--- config.mk ---
export PLATFORM = sky130hd
export DESIGN_NAME = exception_unit
export DESIGN_NICKNAME = d
export VERILOG_FILES = /design/src/rtl/exception_unit_pkg.sv /design/src/rtl/exception_unit.sv
export SDC_FILE = /design/constraint.sdc
export NUM_CORES = 1
export LEC_CHECK = 0
export ABC_CLOCK_PERIOD_IN_PS = 5100
export CORE_ASPECT_RATIO = 0.9
export CORE_UTILIZATION = 47
export CTS_BUF_LIST = sky130_fd_sc_hd__clkbuf_2
export CTS_CLUSTER_DIAMETER = 150
export DETAILED_ROUTE_END_ITERATION = 10
export HOLD_SLACK_MARGIN = 0.02
export PLACE_DENSITY_LB_ADDON = 0.08
export RECOVER_POWER = 100
export SKIP_LAST_GASP = 1
export SYNTH_ARGS = -nofsm -noshare
export SYNTH_HDL_FRONTEND = slang
export SYNTH_SLANG_ARGS = --single-unit
--- constraint.sdc ---
create_clock -name clk -period 5.1 [get_ports clk]
set_input_delay 0.765 -clock clk [delete_from_list [all_inputs] [get_ports clk]]
set_output_delay 0.765 -clock clk [all_outputs]
set_load 0.01 [all_outputs]
--- src/rtl/exception_unit_pkg.sv ---
`default_nettype none
// ==========================================================================
// exception_unit_pkg : shared encodings for exception entry   (rev 1.0)
// ==========================================================================
package exception_unit_pkg;

   typedef enum logic [1:0] {
      ST_IDLE = 2'd0,
      ST_SAVE = 2'd1,
      ST_JUMP = 2'd2
   } state_t;

   localparam logic [1:0]  CAUSE_NONE    = 2'b00;
   localparam logic [1:0]  CAUSE_IRQ     = 2'b01;
   localparam logic [1:0]  CAUSE_UNDEF   = 2'b10;

   localparam logic [4:0]  K0_INDEX      = 5'd26;
   localparam logic [31:0] IRQ_HANDLER   = 32'h8000_0004;
   localparam logic [31:0] UNDEF_HANDLER = 32'h8000_0008;

   function automatic logic is_kernel(input logic [31:0] pc);
      return pc[31];
   endfunction

endpackage
`default_nettype wire

--- src/rtl/exception_unit.sv ---
`default_nettype none
// ==========================================================================
// exception_unit : undef/irq exception entry sequencer (save EPC, load PC)
// rev 1.0
// ==========================================================================
module exception_unit
   import exception_unit_pkg::*;
(
   input  logic        clk,
   input  logic        reset,
   input  logic        irq,
   input  logic        boundary,
   input  logic        undef,
   input  logic [31:0] pc_i,
   output logic        ErrorTargetWrite,
   output logic [4:0]  ErrorTarget_o,
   output logic [31:0] epc_o,
   output logic        exc_pc_write,
   output logic [31:0] exc_pc_o,
   output logic        stall_o,
   output logic [1:0]  cause_o,
   output logic [7:0]  exc_count_o
);

   state_t      state;
   logic        irq_pend;
   logic [31:0] handler;

   logic        user_mode;
   logic        take_undef;
   logic        take_irq;
   logic [31:0] new_epc;
   logic [31:0] new_handler;
   logic [1:0]  new_cause;

   always_comb begin
      user_mode   = ~is_kernel(pc_i);
      take_undef  = (state == ST_IDLE) && undef && user_mode;
      take_irq    = (state == ST_IDLE) && boundary && irq_pend && user_mode && !take_undef;
      new_epc     = take_undef ? (pc_i + 32'd4) : pc_i;
      new_handler = take_undef ? UNDEF_HANDLER : IRQ_HANDLER;
      new_cause   = take_undef ? CAUSE_UNDEF : CAUSE_IRQ;
   end

   // epc_o doubles as the latched return address: it is only non-zero in SAVE.
   always_ff @(posedge clk) begin
      if (reset) begin
         state            <= ST_IDLE;
         irq_pend         <= 1'b0;
         handler          <= '0;
         cause_o          <= CAUSE_NONE;
         exc_count_o      <= '0;
         ErrorTargetWrite <= 1'b0;
         ErrorTarget_o    <= '0;
         epc_o            <= '0;
         exc_pc_write     <= 1'b0;
         exc_pc_o         <= '0;
         stall_o          <= 1'b0;
      end else begin
         // A still-asserted irq keeps the request pending even as one is taken.
         irq_pend <= (irq_pend & ~take_irq) | irq;
         case (state)
            ST_IDLE: begin
               if (take_undef || take_irq) begin
                  state            <= ST_SAVE;
                  handler          <= new_handler;
                  cause_o          <= new_cause;
                  if (exc_count_o != 8'hFF)
                     exc_count_o <= exc_count_o + 8'd1;
                  ErrorTargetWrite <= 1'b1;
                  ErrorTarget_o    <= K0_INDEX;
                  epc_o            <= new_epc;
                  stall_o          <= 1'b1;
               end
            end
            ST_SAVE: begin
               state            <= ST_JUMP;
               ErrorTargetWrite <= 1'b0;
               ErrorTarget_o    <= '0;
               epc_o            <= '0;
               exc_pc_write     <= 1'b1;
               exc_pc_o         <= handler;
               stall_o          <= 1'b1;
            end
            ST_JUMP: begin
               state        <= ST_IDLE;
               exc_pc_write <= 1'b0;
               exc_pc_o     <= '0;
               stall_o      <= 1'b0;
            end
            default: begin
               state            <= ST_IDLE;
               ErrorTargetWrite <= 1'b0;
               ErrorTarget_o    <= '0;
               epc_o            <= '0;
               exc_pc_write     <= 1'b0;
               exc_pc_o         <= '0;
               stall_o          <= 1'b0;
            end
         endcase
      end
   end

endmodule
`default_nettype wire

==> results.md, run 1 <==
* Detailed-route wire length at 6.03 mm
* Worst-Margin Slew at 1780 ps
* Average wire length per cell after detail routing at 12.9 µm
* Vertical die dimension at 74.9 µm
* Fmax at 291 MHz
* Starting density of the core at 48.7%
* Final net count at 436
* Finished Core Util at 61.6%
* Clock Pin Slew Worst Setup and Hold Paths at 250 ps
* DPL Wire Length at 4.57 mm
* Number of setup violations in the final report at 0
* Most used DFF post-synth: sky130_fd_sc_hd__dfxtp_1
* Most used cells in the layout excluding fill and tap cells: sky130_fd_sc_hd__dlygate4sd3_1 (54), sky130_fd_sc_hd__dfxtp_1 (52), sky130_fd_sc_hd__nand2_1 (41), sky130_fd_sc_hd__clkdlybuf4s50_1 (33), sky130_fd_sc_hd__conb_1 (31)
* Clock buffers created by TritonCTS at 5
* Share of cells above drive strength 1 at 3.53%
* First-pass GRT wire length at 9.79 mm
* Unique masters post-synth at 49
* Highest net fanout along the worst path at 27
* Kind of path behind the tightest hold check: reg2reg
* Root Buffer: sky130_fd_sc_hd__clkbuf_2
* Capturing element type of the critical path: flip-flop
* H-Tree Depth at 2
* Cell leakage power at 1.41 nW
* Final setup skew at 20.2 ps
* Share of the clock period used by the worst path at 67.5%
* Maximum Capacitance Violations at 1
* Number of buffers added for setup after CTS at 0
* Hold violation total from the final report at 0
* Number of flops mapped to enable cells by yosys at 0
* Number of nets still failing antenna checks after routing at 0
* Worst-Skew Late Latency at 410 ps
* Synth-to-layout area growth at 26.5%
* Peak ir drop on the vdd network at 127 µV
* Quantity of hold-fixing buffers added after cts at 0
* Weighted congestion at the end of routability-driven global placement at 0.839
* CTS max path bufs at 2
* Number of diodes added for antenna fixing at 0
* Outcome: finished with violations
* Post-synthesis cell area at 2770 µm²
* RSZ-0062 raised after global routing: false
* Area inside the core boundary at 5690 µm²
* Period minus WS final at 3440 ps
* Seq/Total Area, Yosys at 37.5%
* 1st-pass router iterations at 6
* Via density per instance at 4.99
* Failing checks: capacitance limit, slew limit
* Count of vias placed by the detailed router at 2331
* Data arrival time of the worst path at 3810 ps
* Startpoint-to-endpoint class of the critical path: in2reg
* Synth warn at 0
* CTS resizes at 0
* DR DRC count at 0
* Overflow after GRT at 0
* Initial DRC Count at 93
* Mean Syn Cell Area at 8.64 µm²
* Pwr Density at 211 nW/µm²
* Req. time, crit path at 5470 ps
* Overall global routing resource usage at 19.6%
* Cell count after synthesis at 321
* Die area at 6210 µm²
* Slew Limit Headroom at -19.1%
* Largest net degree at the start of global routing at 28
* CP Launch Type: primary input
* Commonest non-fill, non-tap cell in the layout: sky130_fd_sc_hd__dlygate4sd3_1
* Total number of placement rows at 26
* Final Max Slew Viols at 28
* Number of top-level design ports at 119
* Sink count of the clock tree at 52
* Horizontal die dimension at 83.0 µm
* Number of global-route vias before repair at 2067
* TritonCTS clock tree: built
* TNS Setup at 0 ps
* Synthesized flop and latch total at 52
* Number of antenna violations at the first check in global routing at 0
* Async SR Flop Fraction at 0%
* Port bufs at 87
==> Yosys cell counts, types with 2 or more instances <==
| cell type | instances | share of area (%) |
|---|---|---|
| sky130_fd_sc_hd__mux2i_1 | 4 | 1.4 |
| sky130_fd_sc_hd__xnor2_1 | 15 | 4.7 |
| sky130_fd_sc_hd__nor4_1 | 6 | 1.4 |
| sky130_fd_sc_hd__nand2b_1 | 2 | 0.45 |
| sky130_fd_sc_hd__and3_1 | 4 | 0.90 |
| sky130_fd_sc_hd__buf_2 | 2 | 0.36 |
| sky130_fd_sc_hd__a22o_1 | 4 | 1.3 |
| sky130_fd_sc_hd__clkbuf_1 | 7 | 0.95 |
| sky130_fd_sc_hd__a21oi_1 | 8 | 1.4 |
| sky130_fd_sc_hd__nand4_1 | 12 | 2.7 |
| sky130_fd_sc_hd__nand2_1 | 41 | 5.5 |
| sky130_fd_sc_hd__nand3_1 | 13 | 2.3 |
| sky130_fd_sc_hd__mux2_2 | 2 | 0.81 |
| sky130_fd_sc_hd__and2_1 | 3 | 0.68 |
| sky130_fd_sc_hd__buf_4 | 38 | 10 |
| sky130_fd_sc_hd__a22oi_1 | 2 | 0.54 |
| sky130_fd_sc_hd__o21ai_1 | 5 | 0.90 |
| sky130_fd_sc_hd__nor4_4 | 3 | 2.3 |
| sky130_fd_sc_hd__xor2_1 | 15 | 4.7 |
| sky130_fd_sc_hd__and4_1 | 2 | 0.63 |
| sky130_fd_sc_hd__nor3b_1 | 2 | 0.54 |
| sky130_fd_sc_hd__nor2_1 | 20 | 2.7 |
| sky130_fd_sc_hd__ha_1 | 2 | 0.90 |
| sky130_fd_sc_hd__dfxtp_1 | 52 | 38 |
| sky130_fd_sc_hd__inv_1 | 4 | 0.54 |
| sky130_fd_sc_hd__nor2b_1 | 2 | 0.45 |
| sky130_fd_sc_hd__o21ai_0 | 18 | 3.2 |
| sky130_fd_sc_hd__nor3_1 | 12 | 2.2 |
==> sequential cells by signal (all words and copies together), names as in the netlist <==
name           flops
exc_pc_write       1
stall_o            1
handler            2
exc_count_o        8
epc_o             32
ErrorTarget_o      1
exc_pc_o           3
cause_o            1
irq_pend           1
state              2
==> where the power goes <==
| part | switching [mW] | internal, mW |
|---|---|---|
| clock | 0.121 | 0.0283 |
| combinational | 0.0777 | 0.0726 |
| sequential | 0.0133 | 0.427 |
==> through the flow <==
step                      cells  cell area [µm²]  worst slack (ps)  hold slack, ps  power [mW]
after global routing        467             3510              1360             495       0.781
after CTS                   467             3550              2260             469       0.758
after detailed placement    460             3520              1800             443       0.611
after floorplan             351             2890              2860             440       0.542
final                       467             3510              1660             465       0.740
after global placement      460             3520              1850             434       0.610
==> layer usage <==
layer	vias up	global-route usage, %	wire length [µm]
li1	1195	-	-
met1	1062	25.4	2780
met2	68	33.4	2830
met3	6	4.71	365
met4	0	5.17	53
met5	-	0	0
==> worst paths after layout <==
kind                            slack, ps        end  cells past startpoint      start
worst max-delay path                 1660   epc_o[8]                      5      undef
worst max register to register       2110   epc_o[8]                      4   state[1]
worst min-delay path                  470  epc_o[24]                      2  epc_o[24]
worst min register to register        470  epc_o[24]                      2  epc_o[24]
==> final cells by class <==
cell class | instances | area (µm²)
inverter | 4 | 15.0
multi-input combinational | 246 | 1460
sequential | 52 | 1040
fill | 561 | 2180
timing repair buffer | 88 | 875
clock inverter | 2 | 7.51
tap | 70 | 87.6
clock buffer | 5 | 25.0
==> kinds of logic (layout without fill, tap and decap cells) <==
logic type	after synthesis	after routing	synth area share, %
AND/OR/NAND/NOR	131	131	27.0
buffers and inverters	53	99	12.7
flip-flops	52	52	37.5
AO/OA/AOI/OAI	46	46	10.0
XOR/XNOR	30	30	9.47
multiplexers	6	6	2.26
adder cells (fa/ha/maj)	2	2	0.902
other	1	31	0.135
==> critical path: stages <==
cell and delay (ps):
sky130_fd_sc_hd__dlygate4sd3_1 610, sky130_fd_sc_hd__a21o_1 210, sky130_fd_sc_hd__a21oi_1 480, sky130_fd_sc_hd__nor2b_1 1430, sky130_fd_sc_hd__a22o_1 310
Note: power is estimated with default switching activity, not from simulation.
==> run 2, diff against run 1 <==
--- a/config.mk
+++ b/config.mk
@@ -5,9 +5,9 @@
 export SDC_FILE = /design/constraint.sdc
 export NUM_CORES = 1
 export LEC_CHECK = 0
-export ABC_CLOCK_PERIOD_IN_PS = 5100
+export ABC_CLOCK_PERIOD_IN_PS = 3400
 export CORE_ASPECT_RATIO = 0.9
-export CORE_UTILIZATION = 47
+export CORE_UTILIZATION = 44
 export CTS_BUF_LIST = sky130_fd_sc_hd__clkbuf_2
 export CTS_CLUSTER_DIAMETER = 150
 export DETAILED_ROUTE_END_ITERATION = 10
==> constraint.sdc (replaced) <==
create_clock -name clk -period 3.4 [get_ports clk]
set_input_delay 0.51 -clock clk [delete_from_list [all_inputs] [get_ports clk]]
set_output_delay 0.51 -clock clk [all_outputs]
set_load 0.01 [all_outputs]
==> results.md, run 2 (same netlist as run 1, synthesis figures left out) <==
* Outcome: finished, final reports clean
* Place WS at 758 ps (-1040 ps)
* Number of fill cells in the layout at 599 (+6.8%)
* Most used cells in the layout excluding fill and tap cells: sky130_fd_sc_hd__dlygate4sd3_1 (54), sky130_fd_sc_hd__dfxtp_1 (52), sky130_fd_sc_hd__nand2_1 (41), sky130_fd_sc_hd__clkdlybuf4s50_1 (33), sky130_fd_sc_hd__conb_1 (31)
* Flip-flop count of the largest register, all copies and words added at 32 (unchanged)
* Number of setup violations in the final report at 0 (unchanged)
* Overflow after GRT at 0 (unchanged)
* Synth-to-layout area growth at 29.6%
* Capturing element type of the critical path: flip-flop
* Commonest non-fill, non-tap cell in the layout: sky130_fd_sc_hd__dlygate4sd3_1
* Share of cells above drive strength 1 at 5.24% (+1.7 points)
* Worst path setup slack after routing at 1030 ps (-629 ps)
* Total number of placement rows at 27 (+3.8%)
* Finished Core Util at 58.8% (-2.8 points)
* Weighted congestion at the end of routability-driven global placement at 0.834 (-0.61%)
* Startpoint-to-endpoint class of the critical path: in2reg
* Register name with the most flops: epc_o
* Worst-Skew Late Latency at 430 ps (+20 ps)
* Worst hold-check slack at 467 ps (+1.87 ps)
* Number of antenna violations at the first check in global routing at 0 (unchanged)
* Via density per instance at 4.82 (-3.4%)
* Cell leakage power at 1.45 nW (+3.0%)
* Vertical die dimension at 77.3 µm (+3.3%)
* Clock buffers created by TritonCTS at 5 (unchanged)
* Clock Pin Slew Worst Setup and Hold Paths at 240 ps (about the same)
* TNS Setup at 0 ps (unchanged)
* Final setup skew at 12.1 ps (-8.10 ps)
* Req. time, crit path at 3750 ps (-1720 ps)
* Starting density of the core at 45.4% (-3.4 points)
* Initial DRC Count at 95 (+2.2%)
* CTS max path bufs at 2 (unchanged)
* Number of buffers added for setup after CTS at 0 (unchanged)
* Average wire length per cell after detail routing at 12.8 µm (-0.91%)
* Period minus WS final at 2370 ps
* Maximum Capacitance Violations at 0 (-1)
* Kind of path behind the tightest hold check: reg2reg
* Port bufs at 87 (unchanged)
* DPL Wire Length at 4.68 mm (+2.3%)
* Number of nets still failing antenna checks after routing at 0 (unchanged)
* TritonCTS clock tree: built
* Largest registers ranked by flip-flop count: epc_o (32), exc_count_o (8), exc_pc_o (3)
* Hold violation total from the final report at 0 (unchanged)
* Sink count of the clock tree at 52 (unchanged)
* Largest net degree at the start of global routing at 28 (unchanged)
* Highest net fanout along the worst path at 6 (-78%)
* Fmax at 422 MHz
* CTS resizes at 0 (unchanged)
* RSZ-0062 raised after global routing: false
* R2R Path Start: state[0]
* Die area at 6630 µm² (+6.6%)
* Share of the clock period used by the worst path at 69.7%
* Count of vias placed by the detailed router at 2353 (+0.94%)
* Detailed-route wire length at 6.24 mm (+3.5%)
* Root Buffer: sky130_fd_sc_hd__clkbuf_2
* Origin of the worst min-delay path: epc_o[13]
* Pwr Density at 335 nW/µm² (+59%)
* DR DRC count at 0 (unchanged)
* Horizontal die dimension at 85.7 µm (+3.3%)
* Peak ir drop on the vdd network at 188 µV (+49%)
* Number of diodes added for antenna fixing at 0 (unchanged)
* Final net count at 439 (+0.69%)
* Number of global-route vias before repair at 2063 (-0.19%)
* Quantity of hold-fixing buffers added after cts at 0 (unchanged)
* Final Max Slew Viols at 0 (-100%)
* Overall global routing resource usage at 18.7% (-0.93 points)
* Worst-Margin Slew at 697 ps (-1090 ps)
* H-Tree Depth at 2 (unchanged)
* Slew Limit Headroom at 53.5% (+73 points)
* Number of top-level design ports at 119 (unchanged)
* Area inside the core boundary at 6110 µm² (+7.4%)
* First-pass GRT wire length at 9.89 mm (+0.98%)
* Setup crit start: pc_i[2]
* CP Launch Type: primary input
* Data arrival time of the worst path at 2720 ps (-1090 ps)
* 1st-pass router iterations at 4 (-2)
## run 2: layer usage
layer	vias up	share of wire, %	global-route usage [%]
met5	-	0	0
met1	1078	44	23.9
met2	64	49	31.2
li1	1204	-	-
met4	0	1.1	4.83
met3	7	5.8	4.74
## run 2: worst max-delay path: stages
cell and delay (ps):
sky130_fd_sc_hd__dlygate4sd3_1 610, sky130_fd_sc_hd__ha_1 200, sky130_fd_sc_hd__nand4bb_1 210, sky130_fd_sc_hd__or4_1 640, sky130_fd_sc_hd__nor4_4 320, sky130_fd_sc_hd__xnor2_1 150
sky130_fd_sc_hd__o21ai_0 90
## run 2: final cells by class
| cell class | count | area (µm²) | share of cell area (%) |
|---|---|---|---|
| clock buffer | 5 | 25.0 | 0.696 |
| clock inverter | 3 | 37.5 | 1.04 |
| inverter | 4 | 15.0 | 0.418 |
| multi-input combinational | 246 | 1470 | 40.9 |
| sequential | 52 | 1040 | 28.9 |
| tap | 87 | 109 | 3.03 |
| timing repair buffer | 91 | 897 | 24.9 |
## run 2: power breakdown
group          switching (mW)  internal (mW)  leakage [nW]
Sequential             0.0200          0.641         0.424
Clock                   0.191          0.120        0.0380
Combinational           0.119          0.112         0.990
## run 2: worst paths after layout
path / to / depth (start not counted) / slack, ps
setup / recovery: epc_o[28] / 7 / 1030
setup reg to reg: epc_o[31] / 7 / 1050
hold / removal: epc_o[13] / 2 / 470
hold reg to reg: epc_o[13] / 2 / 470
## run 2: stage by stage
stage          power, mW  area [µm²]  instances
6_report            1.20        3600        488
5_1_grt             1.26        3600        488
4_1_cts             1.23        3620        488
3_5_place_dp       0.921        3560        480
3_3_place_gp       0.918        3560        480
2_1_floorplan      0.813        2890        351
